$ cat config.mk
export PLATFORM = sky130hd
export DESIGN_NAME = tdc_measure_sequencer
export DESIGN_NICKNAME = d
export VERILOG_FILES = /design/src/rtl/tdc_measure_sequencer_pkg.sv /design/src/rtl/tdc_timeout_timer.sv /design/src/rtl/tdc_measure_sequencer.sv
export SDC_FILE = /design/constraint.sdc
export NUM_CORES = 1
export LEC_CHECK = 0
export ABC_CLOCK_PERIOD_IN_PS = 4300
export CAP_MARGIN = 20
export CORE_ASPECT_RATIO = 2
export CORE_MARGIN = 5
export CORE_UTILIZATION = 42
export CTS_CLUSTER_DIAMETER = 50
export DETAILED_ROUTE_END_ITERATION = 7
export GPL_ROUTABILITY_DRIVEN = 0
export PLACE_DENSITY = 0.68
export SYNTH_ARGS = -nofsm -noshare
export SYNTH_HDL_FRONTEND = slang
export SYNTH_HIERARCHICAL = 1
export SYNTH_SLANG_ARGS = --single-unit
export TNS_END_PERCENT = 10
$ cat constraint.sdc
create_clock -name clk -period 4.3 [get_ports clk]
set_input_delay 0.645 -clock clk [delete_from_list [all_inputs] [get_ports clk]]
set_output_delay 0.645 -clock clk [all_outputs]
set_load 0.05 [all_outputs]
$ cat src/rtl/tdc_measure_sequencer_pkg.sv
// Shared definitions for the TDC measurement sequencer.
//
// Holds the FSM state encoding, the default parameter values and a small
// helper that sizes the ARM timeout timer. Imported by the sequencer top,
// the timeout timer and the testbench.
package tdc_measure_sequencer_pkg;

    localparam int TDC_DEFAULT_WIDTH       = 8;
    localparam int TDC_DEFAULT_ARM_TIMEOUT = 1000;

    typedef enum logic [2:0] {
        ST_IDLE    = 3'd0,
        ST_CLEAR   = 3'd1,
        ST_ARM     = 3'd2,
        ST_MEASURE = 3'd3,
        ST_CAPTURE = 3'd4,
        ST_HOLD    = 3'd5
    } tdc_state_t;

    // Width of a counter that must hold values 0 .. limit-1.
    // A limit of 1 still needs a one-bit register.
    function automatic int timer_width(input int limit);
        int w;
        w = 1;
        if (limit > 1) begin
            w = $clog2(limit);
        end
        return w;
    endfunction

endpackage

$ cat src/rtl/tdc_timeout_timer.sv
// ARM-phase timeout timer.
//
// Counts clk cycles while run is high, starting from 0 after restart.
// expired is high during the cycle in which the count has reached LIMIT-1
// while run is still high, i.e. in the LIMIT-th consecutive run cycle.
// The count holds at LIMIT-1 until restarted.
//
// Ports:
//   clk      in  system clock, rising edge
//   rst      in  asynchronous active-high reset
//   run      in  count enable (high while the sequencer is in ARM)
//   restart  in  synchronous return of the count to 0
//   expired  out run cycle LIMIT reached (combinational from count/run)
module tdc_timeout_timer
    import tdc_measure_sequencer_pkg::*;
#(
    parameter int LIMIT = TDC_DEFAULT_ARM_TIMEOUT
) (
    input  logic clk,
    input  logic rst,
    input  logic run,
    input  logic restart,
    output logic expired
);

    localparam int CW = timer_width(LIMIT);
    localparam logic [CW-1:0] LAST = CW'(LIMIT - 1);

    logic [CW-1:0] count_reg;
    logic [CW-1:0] count_next;

    always_comb begin
        count_next = count_reg;
        if (restart) begin
            count_next = '0;
        end else if (run && (count_reg != LAST)) begin
            count_next = count_reg + 1'b1;
        end
    end

    always_ff @(posedge clk or posedge rst) begin
        if (rst) begin
            count_reg <= '0;
        end else begin
            count_reg <= count_next;
        end
    end

    assign expired = run && (count_reg == LAST);

endmodule

$ cat src/rtl/tdc_measure_sequencer.sv
// Time-to-digital measurement sequencer.
//
// Drives an external cycle counter through one measurement: clear it,
// wait (bounded) for a first edge, let it count until the second edge,
// capture the count and present it under a valid/ack handshake.
// Overflow (counter reached MAX before the second edge) and timeout
// (no first edge within ARM_TIMEOUT cycles) are reported alongside.
//
// Ports:
//   clk           in   system clock, rising edge
//   rst           in   asynchronous active-high reset
//   start         in   begin a measurement (only looked at in IDLE)
//   abort         in   cancel a measurement in progress
//   edge_in       in   single-cycle pulse from the edge detector
//   count_in      in   current counter value (registered in the counter)
//   clear         out  synchronous clear to the counter
//   en            out  counter increment enable
//   ready         out  sequencer idle
//   busy          out  measurement in progress (CLEAR..CAPTURE)
//   result        out  captured measurement, stable while result_valid
//   result_valid  out  result available
//   result_ack    in   consumer accepts result (only looked at in HOLD)
//   overflow      out  result saturated at MAX
//   timeout       out  no first edge arrived in time
module tdc_measure_sequencer
    import tdc_measure_sequencer_pkg::*;
#(
    parameter int WIDTH       = TDC_DEFAULT_WIDTH,
    parameter int ARM_TIMEOUT = TDC_DEFAULT_ARM_TIMEOUT
) (
    input  logic             clk,
    input  logic             rst,
    input  logic             start,
    input  logic             abort,
    input  logic             edge_in,
    input  logic [WIDTH-1:0] count_in,
    output logic             clear,
    output logic             en,
    output logic             ready,
    output logic             busy,
    output logic [WIDTH-1:0] result,
    output logic             result_valid,
    input  logic             result_ack,
    output logic             overflow,
    output logic             timeout
);

    localparam logic [WIDTH-1:0] MAX_COUNT = '1;

    tdc_state_t       state_reg;
    tdc_state_t       state_next;
    logic [WIDTH-1:0] result_reg;
    logic [WIDTH-1:0] result_next;
    logic             overflow_reg;
    logic             overflow_next;
    logic             timeout_reg;
    logic             timeout_next;

    logic             timer_run;
    logic             timer_restart;
    logic             timer_expired;

    // Timer is zeroed in CLEAR so that the first ARM cycle sees count 0.
    assign timer_run     = (state_reg == ST_ARM);
    assign timer_restart = (state_reg == ST_CLEAR);

    tdc_timeout_timer #(
        .LIMIT (ARM_TIMEOUT)
    ) u_timeout_timer (
        .clk     (clk),
        .rst     (rst),
        .run     (timer_run),
        .restart (timer_restart),
        .expired (timer_expired)
    );

    // Next-state and result/flag update.
    // abort pre-empts every transition outside IDLE, including the
    // capture in CAPTURE, so nothing is written on an aborted run.
    always_comb begin
        state_next    = state_reg;
        result_next   = result_reg;
        overflow_next = overflow_reg;
        timeout_next  = timeout_reg;

        if (abort && (state_reg != ST_IDLE)) begin
            state_next = ST_IDLE;
        end else begin
            unique case (state_reg)
                ST_IDLE: begin
                    if (start) begin
                        state_next = ST_CLEAR;
                    end
                end

                ST_CLEAR: begin
                    result_next   = '0;
                    overflow_next = 1'b0;
                    timeout_next  = 1'b0;
                    state_next    = ST_ARM;
                end

                ST_ARM: begin
                    // An edge in the expiry cycle still starts a measurement.
                    if (edge_in) begin
                        state_next = ST_MEASURE;
                    end else if (timer_expired) begin
                        timeout_next = 1'b1;
                        state_next   = ST_CAPTURE;
                    end
                end

                ST_MEASURE: begin
                    // Edge beats MAX: the count is still a real measurement.
                    if (edge_in) begin
                        state_next = ST_CAPTURE;
                    end else if (count_in == MAX_COUNT) begin
                        overflow_next = 1'b1;
                        state_next    = ST_CAPTURE;
                    end
                end

                ST_CAPTURE: begin
                    // en is already low here; count_in includes the
                    // increment from the final MEASURE cycle.
                    if (overflow_reg) begin
                        result_next = MAX_COUNT;
                    end else if (timeout_reg) begin
                        result_next = '0;
                    end else begin
                        result_next = count_in;
                    end
                    state_next = ST_HOLD;
                end

                ST_HOLD: begin
                    if (result_ack) begin
                        state_next = ST_IDLE;
                    end
                end

                default: begin
                    state_next = ST_IDLE;
                end
            endcase
        end
    end

    always_ff @(posedge clk or posedge rst) begin
        if (rst) begin
            state_reg    <= ST_IDLE;
            result_reg   <= '0;
            overflow_reg <= 1'b0;
            timeout_reg  <= 1'b0;
        end else begin
            state_reg    <= state_next;
            result_reg   <= result_next;
            overflow_reg <= overflow_next;
            timeout_reg  <= timeout_next;
        end
    end

    // Moore output decode.
    always_comb begin
        clear        = 1'b0;
        en           = 1'b0;
        ready        = 1'b0;
        busy         = 1'b0;
        result_valid = 1'b0;

        unique case (state_reg)
            ST_IDLE: begin
                ready = 1'b1;
            end
            ST_CLEAR: begin
                clear = 1'b1;
                busy  = 1'b1;
            end
            ST_ARM: begin
                busy = 1'b1;
            end
            ST_MEASURE: begin
                en   = 1'b1;
                busy = 1'b1;
            end
            ST_CAPTURE: begin
                busy = 1'b1;
            end
            ST_HOLD: begin
                result_valid = 1'b1;
            end
            default: begin
                ready = 1'b0;
            end
        endcase
    end

    assign result   = result_reg;
    assign overflow = overflow_reg;
    assign timeout  = timeout_reg;

endmodule
==> results list <==
* Unrepaired setup endpoints after global routing: false
- Wire length of the first global-routing pass: 5730 um
- Type of origin of the critical path: register
- The flow ran to the end, and the final reports show no timing, DRC or antenna violations.
- The number of nets handed over by synthesis was 169.
* Final antenna-violating net count: 0
- For this run, the post-layout net count is 193.
* Residual overflow from global routing: 0
- After clock tree synthesis, the setup repair step added 0 buffers.
- Clock transition at path regs: 80 ps
- In the final layout, the share of cells above drive strength 1 is 0.0734.
- Initial DRC Count: 36
- For the final routed database, the setup TNS stands at 0 ps.
- Die extent in x: 50.3 um
* Combinational fraction of design power: 0.527
- Portion of the post-synthesis area used by sequential elements: 0.422
- Slew of the pin with the lowest slew margin: 592 ps
* Flip-flop count of the largest register, all copies and words added: 10
- Number of I/O port buffers: 28
- Between clock sinks in the finished design, the worst skew comes to 2.00 ps.
- Max transition margin: 0.604
- Yosys attributes the largest share of cell area to sky130_fd_sc_hd__dfrtp_1 42%, sky130_fd_sc_hd__a21oi_1 5.9%, sky130_fd_sc_hd__nand2_1 4.4%.
- The core region is 3160 um2.
- The tool flagged a number of max-cap violations equal to 0.
- For this block, the routed nets add up to 3330 um of wire.
- The Yosys step of the flow raised 6 warnings.
* Count of state elements after synthesis: 23
- Number of antenna violations at the first check in global routing: 0
- Data arrival time at the worst-slack endpoint: 2380 ps
- Number of global-route vias before repair: 1318
- For hold timing, the worst endpoint is result[1].
- CTS sink count: 23
* Min Clock Period, post-route: 3020 ps
- Hold Path Origin: result[1]
- Worst setup path class: register to primary output
- In the global route stage, overall resource usage came out at 0.154.
- Summed over all nets, the switching power comes to 463 uW.
- TritonCTS built the clock tree.
* First-pass detailed-route iteration total: 4
- P per Cell Area: 576 nW/um2
* Root buffer cell: sky130_fd_sc_hd__clkbuf_8
- Leakage component of the power: 0.657 nW
- Total of cells resized after clock tree synthesis: 0
- Placement row count: 29
* Total standard cell area after synthesis: 1370 um2
* Critical path endpoint category: primary output
- Post-synth top area share: 0.422
- Measured in cells, the most critical reg-to-reg path has a length of 6.
- Leaving out fill and tap cells, the most frequent cell in the layout is sky130_fd_sc_hd__clkdlybuf4s50_1.
- Hold Crit Class: register to register
- The worst register-to-register path begins at state_reg[2].
- Cell type with the largest total area after synthesis: sky130_fd_sc_hd__dfrtp_1
- Across the VDD grid, the largest voltage drop is 512 uV.
* Count of different cell masters after synthesis: 46
- Remaining DRCs: 0
- Net switching fraction of the power: 0.478
* ANT cells: 0
* Final Power: 969 uW
* Detailed-route vias per instance: 6.10
* Mean post-synth cell area: 8.86 um2
- Worst-case hold slack: 483 ps
- In the layout the commonest cells are 28 x sky130_fd_sc_hd__clkdlybuf4s50_1, 23 x sky130_fd_sc_hd__dfrtp_1, 16 x sky130_fd_sc_hd__nand2_1, 16 x sky130_fd_sc_hd__a21oi_1, 9 x sky130_fd_sc_hd__nor2_1.
* Worst flop-to-flop path endpoint: u_timeout_timer/count_reg[8]
- Vias: 1269
* CTS Buf Count: 3
* Top-level I/O count: 29
* Sequential share of power: 0.335
- Along the worst hold path, the cell count comes to 2.
- Setup violations, final: 0
* Mapped Cells: 154
- Internal power: 506 uW
* Hold_buf cts: 0
* Timing-limited maximum frequency: 0.331 GHz
- Effective utilization at floorplan: 0.432
- Overall die area: 4560 um2
- For the worst setup path, the data required time is 3650 ps.
- The later pin in the worst-skew pair is clocked with a latency of 260 ps.
* Top fanout value on the critical path: 14
* WL/cell: 16.0 um
- In this run the number of H-tree levels came out at 1.
- Compared with the post-synthesis result, the final layout area differs by 23.2%.
* R2R Setup Slk: 2060 ps
- Buffer depth of the longest clock path: 2
- The number of failing hold endpoints at the final stage is 0.
* Placed wire-length estimate: 2520 um
- The count of final max-slew check failures came to 0.
- Largest net degree at the start of global routing: 18
- Period Utilization, post-route: 0.703
- Die span in y: 90.6 um
- Portion of total power attributed to the clock network: 0.138
## stage by stage
| step | std cells | utilization | setup WS [ps] | instance area, um2 |
|---|---|---|---|---|
| floorplan | 154 | - | 1320 | 1370 |
| global placement | 204 | 0.518 | 1610 | 1640 |
| detailed placement | 204 | 0.518 | 1560 | 1640 |
| CTS | 208 | 0.533 | 1270 | 1680 |
| global route | 208 | 0.533 | 1120 | 1680 |
| finish | 208 | 0.533 | 1280 | 1680 |
## synthesized netlist by cell type, drive strengths merged
cell type,n
o211ai,1
xor2,1
o21ba,1
clkbuf,4
nand2b,4
o21ai,13
nand3,5
mux2i,1
inv,6
nand2,16
ha,1
a211o,1
nand4,6
nor3b,3
nand3b,1
o2111ai,3
nor3,3
xnor2,1
or3b,1
nor2b,2
o22ai,1
buf,5
dfrtp,23
a22o,1
or3,5
and2,2
a31oi,1
or2b,1
or4,7
o41ai,1
and3,1
nor2,9
o31ai,4
a21oi,16
nand4bb,1
o21a,1
a21o,1
## layer usage
layer,vias up,share of wire,track usage
met5,-,0,0
met3,4,0.037,0.0215
met4,0,0.013,0.0725
li1,611,-,-
met2,38,0.55,0.268
met1,616,0.40,0.176
## power by group through the flow
stage,clock [mW],sequential [mW],combinational [mW]
final,0.133,0.325,0.511
after global routing,0.145,0.335,0.544
after CTS,0.138,0.324,0.514
after detailed placement,0,0.329,0.512
after global placement,0,0.324,0.501
after floorplan,0,0.387,0.306
## worst max path at each step
stage | from | end | slack, ps | cells after the start
5_1_grt | state_reg[2] | clear | 1120 | 3
6_report | state_reg[2] | clear | 1280 | 3
4_1_cts | state_reg[2] | clear | 1270 | 3
3_5_place_dp | state_reg[2] | clear | 1560 | 3
3_3_place_gp | state_reg[2] | clear | 1610 | 3
2_1_floorplan | state_reg[0] | busy | 1320 | 4
## worst max-delay path: stages, from the launching register on
cell,delay [ps]
sky130_fd_sc_hd__dfrtp_1,520
sky130_fd_sc_hd__nor2_1,250
sky130_fd_sc_hd__and2_1,450
sky130_fd_sc_hd__clkdlybuf4s50_1,890
## layout make-up
class,instances,area [um2]
clock buffer,4,45.0
fill,306,1480
inverter,6,27.5
multi-input combinational,116,714
sequential,23,576
tap,31,38.8
timing repair buffer,28,280
## cells by family (layout without fill, tap and decap cells)
family          count (synthesis)  in the layout  synth area share
flops                          23             23             0.422
simple gates                   67             67             0.291
buf+inv                        15             38            0.0550
xor+xnor                        2              2            0.0128
mux                             1              1           0.00733
fa+ha+maj                       1              1           0.00916
compound gates                 45             45             0.204
Power figures use the tool's default switching activity.
